## src/rtl/muldiv_pkg.sv

```systemverilog
// muldiv_pkg: opcodes and FSM encoding shared by the multiply/divide sequencer
// and the ALU control decode.
package muldiv_pkg;

    localparam logic [2:0] OP_MUL = 3'b001;
    localparam logic [2:0] OP_DIV = 3'b010;

    typedef enum logic [1:0] {
        S_IDLE,
        S_RUN,
        S_DONE
    } state_t;

    function automatic logic valid_op(input logic [2:0] op);
        return op == OP_MUL || op == OP_DIV;
    endfunction

endpackage

```

## src/rtl/muldiv_sequencer_if.sv

```systemverilog
// muldiv_sequencer_if: request/result bundle between the execute stage (master)
// and the multiply/divide sequencer (slave).
interface muldiv_sequencer_if #(parameter int WIDTH = 32);

    logic             start;
    logic [2:0]       op;
    logic [WIDTH-1:0] src_a;
    logic [WIDTH-1:0] src_b;
    logic             flush;
    logic             ready;
    logic             busy;
    logic             done;
    logic [WIDTH-1:0] hi;
    logic [WIDTH-1:0] lo;
    logic             div_zero;

    modport master (
        output start, op, src_a, src_b, flush,
        input  ready, busy, done, hi, lo, div_zero
    );

    modport slave (
        input  start, op, src_a, src_b, flush,
        output ready, busy, done, hi, lo, div_zero
    );

endinterface

```

## src/rtl/muldiv_step.sv

```systemverilog
// muldiv_step: one combinational iteration of shift-add multiply or restoring
// divide; {rem, quo} is the MUL accumulator {hi, lo} or the DIV {remainder, quotient}.
module muldiv_step
    import muldiv_pkg::*;
#(
    parameter int WIDTH = 32
) (
    input  logic [2:0]       op,
    input  logic [WIDTH-1:0] rem_i,
    input  logic [WIDTH-1:0] quo_i,
    input  logic [WIDTH-1:0] opb_i,
    output logic [WIDTH-1:0] rem_o,
    output logic [WIDTH-1:0] quo_o
);

    logic [WIDTH:0] sum;
    logic [WIDTH:0] rem_s;
    logic           ge;

    always_comb begin
        sum   = {1'b0, rem_i} + (quo_i[0] ? {1'b0, opb_i} : '0);
        rem_s = {rem_i, quo_i[WIDTH-1]};
        ge    = rem_s >= {1'b0, opb_i};
        // a kept remainder is always below the divisor, so WIDTH bits hold it
        rem_o = op == OP_DIV ? (ge ? WIDTH'(rem_s - {1'b0, opb_i}) : rem_s[WIDTH-1:0])
                             : sum[WIDTH:1];
        quo_o = op == OP_DIV ? {quo_i[WIDTH-2:0], ge} : {sum[0], quo_i[WIDTH-1:1]};
    end

endmodule

```

## src/rtl/muldiv_sequencer.sv

```systemverilog
// muldiv_sequencer: multi-cycle unsigned MUL/DIV controller, one bit per cycle,
// with stall (busy), one-cycle done pulse and held hi/lo/div_zero results.
module muldiv_sequencer
    import muldiv_pkg::*;
#(
    parameter int WIDTH = 32
) (
    input logic               clk,
    input logic               rst_n,
    muldiv_sequencer_if.slave bus
);

    localparam int CW = $clog2(WIDTH + 1);

    state_t           state_q, state_d;
    logic [CW-1:0]    cnt_q, cnt_d;
    logic [2:0]       op_q, op_d;
    logic [WIDTH-1:0] opb_q, opb_d;
    logic [WIDTH-1:0] rem_q, rem_d;
    logic [WIDTH-1:0] quo_q, quo_d;
    logic [WIDTH-1:0] hi_q, hi_d;
    logic [WIDTH-1:0] lo_q, lo_d;
    logic             dz_q, dz_d;
    logic             busy_q, busy_d;
    logic             done_q, done_d;
    logic [WIDTH-1:0] rem_n, quo_n;
    logic             accept;

    muldiv_step #(.WIDTH(WIDTH)) u_step (
        .op    (op_q),
        .rem_i (rem_q),
        .quo_i (quo_q),
        .opb_i (opb_q),
        .rem_o (rem_n),
        .quo_o (quo_n)
    );

    always_comb begin
        state_d = state_q;
        cnt_d   = cnt_q;
        op_d    = op_q;
        opb_d   = opb_q;
        rem_d   = rem_q;
        quo_d   = quo_q;
        hi_d    = hi_q;
        lo_d    = lo_q;
        dz_d    = dz_q;
        accept  = bus.start && valid_op(bus.op) && !bus.flush;
        if (state_q == S_RUN) begin
            if (bus.flush) begin
                state_d = S_IDLE;
                cnt_d   = '0;
            end else begin
                rem_d = rem_n;
                quo_d = quo_n;
                cnt_d = cnt_q - CW'(1);
                if (cnt_q == CW'(1)) begin
                    state_d = S_DONE;
                    hi_d    = rem_n;
                    lo_d    = quo_n;
                    dz_d    = 1'b0;
                end
            end
        end else if (accept) begin
            op_d    = bus.op;
            opb_d   = bus.src_b;
            rem_d   = '0;
            quo_d   = bus.src_a;
            cnt_d   = CW'(WIDTH);
            state_d = S_RUN;
            // divide by zero never iterates: results are fixed at accept
            if (bus.op == OP_DIV && bus.src_b == '0) begin
                state_d = S_DONE;
                cnt_d   = '0;
                hi_d    = bus.src_a;
                lo_d    = '1;
                dz_d    = 1'b1;
            end
        end else begin
            state_d = S_IDLE;
        end
        busy_d = state_d == S_RUN;
        done_d = state_d == S_DONE;
    end

    always_ff @(posedge clk or negedge rst_n) begin
        if (!rst_n) begin
            state_q <= S_IDLE;
            cnt_q   <= '0;
            op_q    <= '0;
            opb_q   <= '0;
            rem_q   <= '0;
            quo_q   <= '0;
            hi_q    <= '0;
            lo_q    <= '0;
            dz_q    <= 1'b0;
            busy_q  <= 1'b0;
            done_q  <= 1'b0;
        end else begin
            state_q <= state_d;
            cnt_q   <= cnt_d;
            op_q    <= op_d;
            opb_q   <= opb_d;
            rem_q   <= rem_d;
            quo_q   <= quo_d;
            hi_q    <= hi_d;
            lo_q    <= lo_d;
            dz_q    <= dz_d;
            busy_q  <= busy_d;
            done_q  <= done_d;
        end
    end

    assign bus.ready    = ~busy_q;
    assign bus.busy     = busy_q;
    assign bus.done     = done_q;
    assign bus.hi       = hi_q;
    assign bus.lo       = lo_q;
    assign bus.div_zero = dz_q;

endmodule

```

## src/flat_wrapper.sv

```systemverilog
// flat-port wrapper written by rule: the top's interface ports become plain ports
module muldiv_sequencer_flat import muldiv_pkg::*;
#(
    parameter int WIDTH = 32
)
  (clk, rst_n, bus_start, bus_op, bus_src_a, bus_src_b, bus_flush, bus_ready, bus_busy, bus_done, bus_hi, bus_lo, bus_div_zero);
  muldiv_sequencer_if #(.WIDTH(WIDTH)) bus_i ();
  input logic clk;
  input logic rst_n;
  input wire logic [$bits(bus_i.start)-1:0] bus_start;
  input wire logic [$bits(bus_i.op)-1:0] bus_op;
  input wire logic [$bits(bus_i.src_a)-1:0] bus_src_a;
  input wire logic [$bits(bus_i.src_b)-1:0] bus_src_b;
  input wire logic [$bits(bus_i.flush)-1:0] bus_flush;
  output wire logic [$bits(bus_i.ready)-1:0] bus_ready;
  output wire logic [$bits(bus_i.busy)-1:0] bus_busy;
  output wire logic [$bits(bus_i.done)-1:0] bus_done;
  output wire logic [$bits(bus_i.hi)-1:0] bus_hi;
  output wire logic [$bits(bus_i.lo)-1:0] bus_lo;
  output wire logic [$bits(bus_i.div_zero)-1:0] bus_div_zero;
  assign bus_i.start = bus_start;
  assign bus_i.op = bus_op;
  assign bus_i.src_a = bus_src_a;
  assign bus_i.src_b = bus_src_b;
  assign bus_i.flush = bus_flush;
  assign bus_ready = bus_i.ready;
  assign bus_busy = bus_i.busy;
  assign bus_done = bus_i.done;
  assign bus_hi = bus_i.hi;
  assign bus_lo = bus_i.lo;
  assign bus_div_zero = bus_i.div_zero;
  muldiv_sequencer #(.WIDTH(WIDTH)) u_core (.clk(clk), .rst_n(rst_n), .bus(bus_i));
endmodule
```

## config.mk

```make
export PLATFORM = sky130hd
export DESIGN_NAME = muldiv_sequencer_flat
export DESIGN_NICKNAME = d
export VERILOG_FILES = /design/src/rtl/muldiv_pkg.sv /design/src/rtl/muldiv_sequencer_if.sv /design/src/rtl/muldiv_step.sv /design/src/rtl/muldiv_sequencer.sv /design/src/flat_wrapper.sv
export SDC_FILE = /design/constraint.sdc
export NUM_CORES = 1
export LEC_CHECK = 0
export ABC_CLOCK_PERIOD_IN_PS = 3470
export BUFFER_PORTS_ARGS = -buffer_cell sky130_fd_sc_hd__buf_2
export CAP_MARGIN = 25
export CORE_UTILIZATION = 42
export DETAILED_ROUTE_END_ITERATION = 8
export MAX_ROUTING_LAYER = met4
export PLACE_DENSITY_LB_ADDON = 0.2
export SETUP_SLACK_MARGIN = 0.5
export SLEW_MARGIN = 20
export SYNTH_ARGS = -nofsm -noshare
export SYNTH_HDL_FRONTEND = slang
export SYNTH_SLANG_ARGS = --single-unit
```

## constraint.sdc

```tcl
create_clock -name clk -period 3.47 [get_ports clk]
set_input_delay 0.694 -clock clk [delete_from_list [all_inputs] [get_ports clk]]
set_output_delay 0.694 -clock clk [all_outputs]
set_load 0.02 [all_outputs]
```

== Yosys cells after proc, flatten, opt, wreduce, memory -nomap -nowiden ==
Cells that the tools add are included.

* Add/subtract/negate cells: 3
* Reduce and logical (&&, ||, !) cells: 11
* Bitwise gates (word level): 2
* Magnitude comparators: 1
* Muxes and demuxes: 34
* Equal/unequal tests: 9

{| class="wikitable"
|+ Operators with widths
! operator !! count
|-
| $mux W32 || 20
|-
| $add A32 B32 Y33 || 1
|-
| $ge A33 B32 Y1 || 1
|-
| $logic_not A32 Y1 || 1
|-
| $sub A32 B32 Y32 || 1
|-
| $mux W6 || 4
|-
| $mux W2 || 5
|-
| $eq A3 B2 Y1 const B || 2
|-
| $eq A6 B1 Y1 const B || 1
|-
| $sub A6 B1 Y6 const B || 1
|-
| $mux W1 || 5
|-
| $eq A2 B1 Y1 const B || 2
|-
| $ne A2 B2 Y1 const B || 2
|-
| $reduce_and A2 Y1 || 2
|-
| $reduce_and A4 Y1 || 1
|-
| $reduce_bool A2 Y1 || 2
|-
| $eq A3 B1 Y1 const B || 1
|-
| $logic_and A1 B1 Y1 || 3
|-
| $eq A2 B2 Y1 const B || 1
|-
| $not A1 Y1 || 2
|-
| $logic_not A1 Y1 || 1
|-
| $logic_or A1 B1 Y1 || 1
|}

* Output and inout bits: 68
* Word-level logic and storage cells: 71
* Input bits: 71
* Register bits: 174

== Logic depth before layout (Yosys ltp) ==
* Word-level depth: 7
* Gate-level depth with buffers: 14
* Mapped depth without buffers: 12

== Modules after synthesis ==
From an unflattened synthesis, not the netlist that was laid out.

* Cell total of the unflattened synthesis: 1,499
* Area total of the unflattened synthesis: 12,097.9 um^2

{| class="wikitable"
|+ Modules (own cells, without submodules)
! module !! area each (um^2) !! times used !! cells an instance
|-
| muldiv_sequencer || 7,282.0 || 1 || 738
|-
| muldiv_step || 4,815.9 || 1 || 761
|}

== Worst setup path before layout ==
OpenSTA, ideal clock, no wires.

* Path kind: register to register
* From: register u_core.quo_q[0]
* To: register u_core.hi_q[31], in the netlist u_core.bus.hi[31]
* Period minus slack after synthesis: 2,894 ps
* Arrival: 2,776 ps
* Cell stages (with the launch flop): 14
* Required time: 3,351 ps
* Slack: 576 ps
* Library setup time: 119 ps
* Path buffers: 1
* Cells stage by stage: dfrtp_1 -> clkbuf_1 -> and2_1 -> ha_1 -> fa_1 -> a211oi_1 -> o211ai_1 -> nand4_1 -> a21oi_1 -> nor3_1 -> nor3_1 -> o32ai_1 -> o311ai_0 -> o21a_1

* Longest elaborated chain between the ends: 6

{| class="wikitable"
|+ Ends and longest elaborated chain
! item !! line !! text
|-
| from (decl) || muldiv_sequencer.sv:20 || <nowiki>logic [WIDTH-1:0] quo_q, quo_d;</nowiki>
|-
| from (signal assigned) || muldiv_sequencer.sv:105 || <nowiki>quo_q <= quo_d;</nowiki>
|-
| $mux W32 || muldiv_step.sv:21 || <nowiki>sum = {1'b0, rem_i} + (quo_i[0] ? {1'b0, opb_i} : '0);</nowiki>
|-
| $add A32 B32 Y33 || muldiv_step.sv:21 ||
|-
| $mux W32 || muldiv_step.sv:25 || <nowiki>rem_o = op == OP_DIV ? (ge ? WIDTH'(rem_s - {1'b0, opb_i}) : rem_s[WIDTH-1:0])</nowiki>
|-
| $mux W32 || muldiv_sequencer.sv:57 || <nowiki>if (cnt_q == CW'(1)) begin</nowiki>
|-
| $mux W32 || muldiv_sequencer.sv:50 || <nowiki>if (bus.flush) begin</nowiki>
|-
| $mux W32 || muldiv_sequencer.sv:49 || <nowiki>if (state_q == S_RUN) begin</nowiki>
|-
| to (signal assigned) || muldiv_sequencer.sv:106 || <nowiki>hi_q <= hi_d;</nowiki>
|-
| to (decl) || muldiv_sequencer.sv:21 || <nowiki>logic [WIDTH-1:0] hi_q, hi_d;</nowiki>
|}

No other way between the ends. The select of a mux whose other input is x is not followed.
A chain may end at the register's enable or synchronous reset.

== Worst setup path after layout ==
* From: register u_core.opb_q[1]
* To: register u_core.hi_q[3], in the netlist u_core.bus.hi[3]

* Longest elaborated chain between the ends: 6

{| class="wikitable"
|+ Ends and longest elaborated chain
! item !! line !! text
|-
| from (decl) || muldiv_sequencer.sv:18 || <nowiki>logic [WIDTH-1:0] opb_q, opb_d;</nowiki>
|-
| from (signal assigned) || muldiv_sequencer.sv:103 || <nowiki>opb_q <= opb_d;</nowiki>
|-
| $mux W32 (tied with other cells) || muldiv_step.sv:21 ||
|-
| $add A32 B32 Y33 / $mux W32 (equally long branches) || muldiv_step.sv:21, muldiv_step.sv:25 ||
|-
| $mux W32 (*) || muldiv_step.sv:25 ||
|-
| $mux W32 (*) || muldiv_sequencer.sv:57 ||
|-
| $mux W32 (*) || muldiv_sequencer.sv:50 ||
|-
| $mux W32 (*) || muldiv_sequencer.sv:49 ||
|}

Every way passes the cells marked *; elsewhere a longest branch is shown, timed or not. The select of a mux whose other input is x is not followed.

==> metrics.md <==
| Metric | Value |
|---|---|
| Outcome | complete, no violations |
| Post-placement cell count | roughly 1,900 |
| Maximum number of pins on one net before global-route repair | 68 |
| Final clock skew | 0.0165 ns |
| PD cells | about 960 nW/um^2 |
| Ratio of final minimum period to clock period | about nine tenths |
| Routed wire length | 40,500 um |
| Library cell with the highest instance count after synthesis | dfrtp_1 |
| CTS Root Cell | clkbuf_16 |
| Mapped cell area | 11,900 um^2 |
| First-pass GRT wire length | between 60,000 and 70,000 um |
| Vias in the first global route | roughly 11,000 |
| PnR Total Power | between 10 and 15 mW |
| CTS HTree Levels | 4 |
| Kind of path behind the tightest hold check | primary input to async pin |
| Clock-pin slew on the worst setup and hold paths | 0.08 ns |
| Worst Setup Start Kind | register |
| DRC marker count from the first detailed-route iteration | 773 |
| Core ar. | 27,900 um^2 |
| Placement-stage worst setup slack | 0.0131 ns |
| Worst reg2reg path depth | 14 |
| Sequential share of the synthesized area | 36.6% |
| Antenna fix cells | 0 |
| Fmax | 0.324 GHz |
| Final instance count without filler cells | just under 2,000 |
| P_leak | 7.12 nW |
| Number of hold-slack violations in the final timing report | 0 |
| Placed Area | 13,400 um^2 |
| Area of the die | 29,000 um^2 |
| Row count | 61 |
| Synth Area in Compound Gates | 23.1% |
| Number of synthesis warnings | 0 |
| DRC violation count after routing | 0 |
| Main flop type after synthesis | dfrtp_1 |
| # setup viols final | 0 |
| Clock buffer count from CTS | 17 |
| Max Fanout on Critical Path | 7 |
| Slew Viols, Final | 0 |
| Number of top-level design ports | 139 |
| Setup Crit Path Kind | register to register |
| Post-route cell area | around 16,000 um^2 |
| Synth area leaders | dfrtp_1, ha_1, a21oi_1 |
| Actual slew at the worst max-slew pin | 0.727 ns |
| Routed vias | 11,230 |
| Fin Setup TNS | 0 ns |
| Average cell area after synthesis | 8.65 um^2 |
| Final estimated routing congestion in global placement | 0.963 |
| PnR worst setup slack | 0.384 ns |
| Number of enable-type register cells in the synthesized netlist | 0 |
| Initial antenna violation count | 0 |
| DIE WIDTH | 170 um |
| Final critical-path required period | 3.09 ns |
| FFs w/ async S/R, synth | 100% |
| Count of unique library cells instantiated by Yosys | 72 |
| DRT antenna net count | 0 |
| # hold bufs at CTS | 0 |
| Max VDD drop | 0.468 mV |
| Finished Core Util | approximately 56% |
| Dominant combinational cell family by area after synthesis | compound AO/OA/AOI/OAI gates |
| Port Buf Inserts | 138 |
| Num Clock Sinks | 174 |
| Half-perimeter wire length of the detailed placement result | 29,500 um |
| Leading cell types by count after synthesis | dfrtp_1, a21oi_1, o21ai_0 |
| Overflow after GRT | 0 |
| Max_slew headroom | 51.4% |
| Post-synthesis share of cell area spent on full adders, half adders and majority gates | 7.28% |
| Iteration count of the initial detailed-routing pass | 5 |
| Area growth syn-to-layout | 31.0% |
| Setup slack of the most critical reg-to-reg path | 0.38 ns |
| Flip-flop and latch count after synthesis | between 150 and 200 |
| Die span in y | 170 um |
| Reg-to-Reg Start | u_core.opb_q[1] |
| Data arrival at the endpoint of the critical path | 3.45 ns |
| Gate Count Post-Synth | 1,375 |
| Critical register-to-register path endpoint | u_core.bus.hi[3] |
| Crit path required time | 3.84 ns |
| Area share of the leading cell type in the synthesized netlist | about 37% |
| Worst skew pair latency | ~0.45 ns |
| Share of layout cells above drive strength 1 | approximately a third |
| Post-synth top area cell | dfrtp_1 |
| TritonCTS clock tree | built |
| Multiplexer share of the synthesized area | 8.08% |
| Initial cell density of the core | 42.7% |
| Max-cap violations | 0 |
| RSZ-0062 raised after global routing | yes |
| Final #Nets | about 1,700 |
| Clock Tree Buf Depth | 2 |
| CP endpoint kind | register |
| Xor/xnor share of the synthesized area | 3.61% |
| Synthesized netlist net count | 1,514 |
| Area share of and/or/nand/nor cells after synthesis | 16.4% |
| Worst hold-check slack | 0.195 ns |
| Global Route Usage Sum | ~29% |
| Wirelength per Cell | ~21 um |
| Per-cell via count in the routed design | around 5.8 |
area by class of cell:
type | instances | area, um^2
Tap cell | 378 | 473
Timing Repair Buffer | 264 | 1840
Sequential cell | 174 | 4380
Multi-Input combinational cell | 1056 | 8130
Clock buffer | 18 | 439
Clock inverter | 14 | 149
Inverter | 49 | 184
Fill cell | 2578 | 12300
worst max-delay path, stage by stage, from the launching register on:
cell	delay (ns)
dfrtp_1	0.43
inv_2	0.07
ha_4	0.28
nand2b_4	0.05
a21o_1	0.24
a21oi_4	0.22
a41oi_4	0.16
o31a_4	0.34
o21ai_4	0.17
buf_12	0.18
buf_12	0.14
buf_6	0.10
nand2_2	0.03
a311o_1	0.38
a31oi_1	0.19
worst max path at each step:
stage | startpoint | end | cells after the start
after floorplan | u_core.quo_q[0] | u_core.bus.hi[31] | 13
after global placement | u_core.opb_q[11] | u_core.bus.hi[10] | 11
after detailed placement | u_core.opb_q[11] | u_core.bus.hi[10] | 11
after CTS | u_core.opb_q[1] | u_core.bus.hi[26] | 12
after global routing | u_core.opb_q[1] | u_core.bus.hi[3] | 14
final | u_core.opb_q[1] | u_core.bus.hi[3] | 14
cells in the final DEF, fill, tap and decap left out, types with 7 or more instances in the layout:
cell type / count
dfrtp_1: 155
buf_2: 137
a21oi_1: 112
nand2_1: 111
buf_4: 104
nor2_1: 98
o21ai_0: 92
a21o_1: 45
inv_1: 44
nand3_1: 42
mux2_2: 42
mux2i_1: 37
ha_4: 36
and2_1: 29
xnor2_1: 29
o21ai_1: 24
and3_1: 23
nand4_1: 22
dfrtp_2: 19
xor2_1: 18
ha_1: 18
clkbuf_16: 17
a211oi_1: 16
a21oi_2: 15
o21ai_2: 15
a31oi_1: 12
ha_2: 12
buf_6: 11
buf_12: 11
o21a_1: 10
o21bai_1: 10
nor3_1: 8
nand2b_1: 8
a21oi_4: 8
o31ai_1: 8
nor4_1: 7
o211ai_1: 7
report_power, final:
group | switching, mW | total, mW | internal, mW
registers | 0.763 | 3.51 | 2.75
clock network | 0.968 | 1.94 | 0.977
logic | 5.21 | 9.47 | 4.26
total | 6.94 | 14.9 | 7.99
logic make-up after synthesis:
group	Yosys count
adders and majority gates	68
buffers and inverters	145
xor gates and xnor gates	49
DFF	174
and+or+nand+nor	406
AOI/OAI and AO/OA	443
muxes	90
per-layer routing:
metal	vias up	track usage, %	routed length, um
li1	5355	-	-
met1	5534	35.9	17700
met2	278	47.5	20100
met3	63	3.79	1410
met4	0	9.79	1330
met5	-	-	0
repair_timing:
item / CTS / global route
setup buffers: 19 / 19
gates cloned: 1 / 0
setup endpoints to repair: 63 / 63
resized for setup: 136 / 153
pin swaps: 32 / 49
sequential cells by signal (all words and copies together) (netlist names):
name	count
u_core.rem_q	32
u_core.quo_q	32
u_core.bus.done	1
u_core.bus.hi	32
u_core.bus.div_zero	1
u_core.opb_q	32
u_core.state_q	2
u_core.op_q	3
u_core.cnt_q	6
u_core.bus.lo	32
u_core.bus.busy	1
Power figures use the tool's default switching activity.
